**config.mk**
```make
export PLATFORM = sky130hd
export DESIGN_NAME = pipe_hazard_ctrl
export DESIGN_NICKNAME = d
export VERILOG_FILES = /design/src/rtl/pipe_hazard_ctrl.sv
export SDC_FILE = /design/constraint.sdc
export NUM_CORES = 1
export LEC_CHECK = 0
export ABC_CLOCK_PERIOD_IN_PS = 4000
export BUFFER_PORTS_ARGS = -buffer_cell sky130_fd_sc_hd__buf_2
export CAP_MARGIN = 20
export CORE_MARGIN = 10
export CORE_UTILIZATION = 25
export DETAILED_ROUTE_END_ITERATION = 7
export PLACE_DENSITY = 0.49
export SYNTH_ARGS = -nofsm -noshare
export SYNTH_HDL_FRONTEND = slang
export SYNTH_SLANG_ARGS = --single-unit
```
**constraint.sdc**
```tcl
create_clock -name clk -period 4 [get_ports clk]
set_input_delay 0.2 -clock clk [delete_from_list [all_inputs] [get_ports clk]]
set_output_delay 0.2 -clock clk [all_outputs]
set_load 0.1 [all_outputs]
```
**src/rtl/pipe_hazard_ctrl.sv**
```systemverilog
// Pipeline sequencer for the 5-stage 8-bit datapath: stage enables/flushes,
// load-use/branch hazards, data-memory handshake, timeout and stall counter.
module pipe_hazard_ctrl #(
  parameter int unsigned MEM_TIMEOUT = 15,
  parameter int unsigned CNT_W       = 16
) (
  input  logic             clk,
  input  logic             rst,
  input  logic [2:0]       id_rs1,
  input  logic [2:0]       id_rs2,
  input  logic             id_rs1_used,
  input  logic             id_rs2_used,
  input  logic [2:0]       exe_rd,
  input  logic             exe_memRd,
  input  logic             exe_regWr,
  input  logic             br_taken,
  input  logic             mem_memRd,
  input  logic             mem_memWr,
  input  logic             dmem_ack,
  output logic             dmem_req,
  output logic             pc_en,
  output logic             ifid_en,
  output logic             ifid_flush,
  output logic             idexe_en,
  output logic             idexe_flush,
  output logic             exemem_en,
  output logic             memwb_flush,
  output logic             err,
  output logic [CNT_W-1:0] stall_cnt
);

  typedef enum logic [1:0] {StRun, StMemWait, StError} state_e;

  localparam logic [7:0] TimeoutVal = 8'(MEM_TIMEOUT);

  state_e           state_q, state_d;
  logic [7:0]       wait_q, wait_d;
  logic [CNT_W-1:0] stall_q, stall_d;
  logic             memop;
  logic             load_use;

  assign memop    = mem_memRd | mem_memWr;
  assign load_use = exe_memRd & exe_regWr & (exe_rd != 3'd0) &
                    ((id_rs1_used & (id_rs1 == exe_rd)) |
                     (id_rs2_used & (id_rs2 == exe_rd)));

  always_comb begin
    state_d     = state_q;
    wait_d      = wait_q;
    dmem_req    = 1'b0;
    pc_en       = 1'b0;
    ifid_en     = 1'b0;
    ifid_flush  = 1'b0;
    idexe_en    = 1'b0;
    idexe_flush = 1'b0;
    exemem_en   = 1'b0;
    memwb_flush = 1'b0;
    err         = 1'b0;
    if (rst) begin
      state_d = StRun;
      wait_d  = 8'd0;
    end else begin
      case (state_q)
        StRun: begin
          pc_en     = 1'b1;
          ifid_en   = 1'b1;
          idexe_en  = 1'b1;
          exemem_en = 1'b1;
          if (memop) begin
            dmem_req = 1'b1;
            if (!dmem_ack) begin
              pc_en       = 1'b0;
              ifid_en     = 1'b0;
              idexe_en    = 1'b0;
              exemem_en   = 1'b0;
              memwb_flush = 1'b1;
              wait_d      = 8'd1;
              state_d     = StMemWait;
            end
          end else if (br_taken) begin
            ifid_flush  = 1'b1;
            idexe_flush = 1'b1;
          end else if (load_use) begin
            // One bubble suffices: the load moves on to MEM next cycle.
            pc_en       = 1'b0;
            ifid_en     = 1'b0;
            idexe_flush = 1'b1;
          end
        end
        StMemWait: begin
          dmem_req = 1'b1;
          if (dmem_ack) begin
            pc_en     = 1'b1;
            ifid_en   = 1'b1;
            idexe_en  = 1'b1;
            exemem_en = 1'b1;
            wait_d    = 8'd0;
            state_d   = StRun;
          end else begin
            memwb_flush = 1'b1;
            wait_d      = wait_q + 8'd1;
            if (wait_q == TimeoutVal) state_d = StError;
          end
        end
        StError: err = 1'b1;
        default: state_d = StRun;
      endcase
    end
  end

  always_comb begin
    stall_d = stall_q;
    if (rst) begin
      stall_d = '0;
    end else if (!pc_en && (stall_q != {CNT_W{1'b1}})) begin
      stall_d = stall_q + 1'b1;
    end
  end

  always_ff @(posedge clk) begin
    state_q <= state_d;
    wait_q  <= wait_d;
    stall_q <= stall_d;
  end

  assign stall_cnt = stall_q;

endmodule

```
==> key figures <==
Run status
  • Status: completed

Clocking
  • CTS tree: built
  • Setup Buffers After CTS: 0
  • Resized cells post-CTS: 0
  • Sinks on Clock Net: 26
  • Root Driver: clkbuf_8
  • Clk buf depth: 2
  • H-tree depth: 1
  • Worst-Skew Late Latency: 270 ps
  • Hold-fix buffers, CTS: 0
  • Clk slew on worst S/H paths: 90 ps
  • Cts bufs inserted: 3

Yosys
  • Primary FF master, synth: dfxtp_1
  • Sequential element share of the synthesized area: 0.367
  • Dominant cell type by area after synthesis: dfxtp_1
  • Synthesized area: 0.00142 sq mm
  • Synth warn: 0
  • Top cells by count, synth: 26 x dfxtp_1, 19 x nor2_1, 13 x o21ai_0
  • Mean post-synth cell area: 8.15 sq um
  • Count leader, synth: dfxtp_1
  • Yosys top cell area share: 0.367
  • Number of synthesized flops with an enable pin: 0
  • Top post-synthesis cells by area: dfxtp_1 37%, nor2_1 5.0%, xnor2_1 4.9%
  • Synth Register Bits: 26
  • Post-Synthesis Cells: 174
  • Ys async rst share: 0
  • Synth cell types: 42
  • Syn nets: 195

Setup path
  • CP max-delay cell: dfxtp_1
  • Setup crit end kind: output pin
  • Max stage delay on crit path: 480 ps
  • Buffer and inverter count on the worst path: 2
  • Reg-to-reg slack, setup: 1770 ps
  • Reg2reg path depth: 6
  • R2r startpoint: state_q[1]
  • CP top delay family: compound AO/OA/AOI/OAI gates
  • Worst r2r dst: stall_cnt[13]
  • Worst EP required: 3800 ps
  • Max FO, Critical Path: 8
  • Worst EP arrival: 2070 ps
  • Worst setup SP type: flop
  • Crit-path cells: nor2b_2 -> a211o_1 -> a211oi_1 -> nand2b_1 -> inv_1 -> buf_2
  • CP Class: flop to output pin
  • Setup crit start: state_q[1]

Layout
  • Fin nets: 238
  • Fin cells: 288
  • Fraction of layout cells with a size suffix above 1: 0.241
  • N_diodes: 0
  • Area grow syn2layout: 23.5%

Timing
  • Setup TNS: 0 ps
  • Hold WS: 309 ps
  • RSZ-0062 raised after global routing: no
  • Endpoints failing setup: 0
  • Worst slew pin tran: 892 ps
  • Crit share post-route: 0.568
  • Slew HR: 0.398
  • Final Skew: 9.99 ps
  • Setup ws final: 1730 ps
  • Hold Fails Final Rpt: 0
  • Final Max Slew Viols: 0
  • Fin crit period: 2270 ps
  • Fmax: 440 MHz

Die
  • Number of core rows: 27
  • Die ar.: 0.00909 sq mm
  • Die width: 95.3 um
  • I/O pin cnt: 44
  • Initial Utilization: 0.258
  • Core area: 0.00551 sq mm
  • Die Y-Extent: 95.3 um

Global routing
  • Gr ovfl total: 0
  • Number of global-route vias before repair: 1398
  • First-pass GRT wire length: 6810 um
  • Largest net degree at the start of global routing: 26
  • All-Layer GR Usage: 0.0919
  • Number of antenna violations at the first check in global routing: 0

Worst hold path
  • Worst hold path depth: 4
  • End of the worst hold path: wait_q[0]
  • Hold Crit Class: primary input to flop
  • Worst Hold Launch: dmem_ack

Detailed routing
  • Vias per inst: 4.73
  • Remaining DRCs: 0
  • Vias: 1361
  • DRT antenna net count: 0
  • 1st-iter DRT viols: 60
  • Highest metal used: met4
  • Number of detailed-route iterations in the first pass: 4
  • Routed length on met1: 1740 um
  • Routed wl met2: 1840 um
  • Wire length on met3: 248 um
  • Drt wl/cell: 13.4 um
  • Post-Route WL: 3860 um

Placed design
  • Final HPWL DP: 3060 um
  • Dpl cells: 284
  • IO Port Bufs: 43
  • Final GP Congestion: 0.789
  • Pre-CTS setup slack: 1780 ps

Pwr
  • Power, Total: 579 uW
  • Leak pwr: 0.689 nW
  • PwrDens: 330 mW/mm^2
  • Worst VDD drop: 0.156 mV

Flow run
  • Max Cap Viol: 0
==> area by class of cell <==
class	instances	area, sq um
fill	615	3750
inverter	5	18.8
clock buffer	4	55.1
multi-input combinational	138	853
sequential	26	520
timing repair buffer	43	215
tap	72	90.1
==> stage by stage <==
step	area, sq um	utilization
after floorplan	1420	-
after CTS	1750	0.318
after global placement	1700	0.308
final	1750	0.318
after detailed placement	1700	0.308
after global routing	1750	0.318
==> layer usage <==
layer | vias to the layer above | global-route usage
met5 | - | 0
met4 | 0 | 0.0187
met3 | 2 | 0.0369
met2 | 23 | 0.155
met1 | 613 | 0.108
li1 | 723 | -
==> logic make-up (layout without fill, tap and decap cells) <==
logic type	after synthesis	in the layout	share of synthesized area
adder cells (fa/ha/maj)	2	2	0.0176
multiplexers	1	1	0.00705
flip-flops	26	26	0.367
XOR/XNOR	13	13	0.0802
AO/OA/AOI/OAI	44	44	0.205
buffers and inverters	10	52	0.0317
AND/OR/NAND/NOR	78	78	0.292
==> layout by cell type (no fill, tap or decap), types with 2 or more instances in the layout <==
| master | count |
|---|---|
| a211oi_1 | 3 |
| a21oi_1 | 12 |
| a31oi_1 | 2 |
| and2_1 | 3 |
| and3_1 | 3 |
| buf_2 | 43 |
| clkbuf_8 | 4 |
| dfxtp_1 | 26 |
| ha_1 | 2 |
| inv_1 | 5 |
| nand2_1 | 10 |
| nand3_1 | 6 |
| nand4_1 | 10 |
| nor2_1 | 19 |
| nor3_1 | 5 |
| nor4_1 | 3 |
| o21ai_0 | 13 |
| o21ai_1 | 2 |
| o21bai_1 | 2 |
| or3_1 | 10 |
| xnor2_1 | 8 |
| xor2_1 | 5 |
==> worst max path at each step <==
stage | endpoint | slack, ps | cells after the start
2_1_floorplan | memwb_flush | 370 | 3
3_3_place_gp | stall_cnt[8] | 1790 | 6
3_5_place_dp | stall_cnt[13] | 1780 | 6
4_1_cts | ifid_en | 1700 | 6
5_1_grt | ifid_en | 1500 | 6
6_report | pc_en | 1730 | 6
==> sequential cells by signal, summed over array words and instances (netlist names) <==
signal / count
state_q: 2
wait_q: 8
stall_cnt: 16
==> worst min-delay path, delay by kind of cell <==
| family | cells | cell delay (ps) |
|---|---|---|
| AO/OA/AOI/OAI | 1 | 50 |
| buffers and inverters | 1 | 140 |
| AND/OR/NAND/NOR | 2 | 140 |
==> where the power goes <==
part	switching [mW]	internal, mW
clock	0.0849	0.0881
sequential	0.00751	0.265
combinational	0.103	0.0300
No activity file was read; power rests on OpenSTA's default activity.
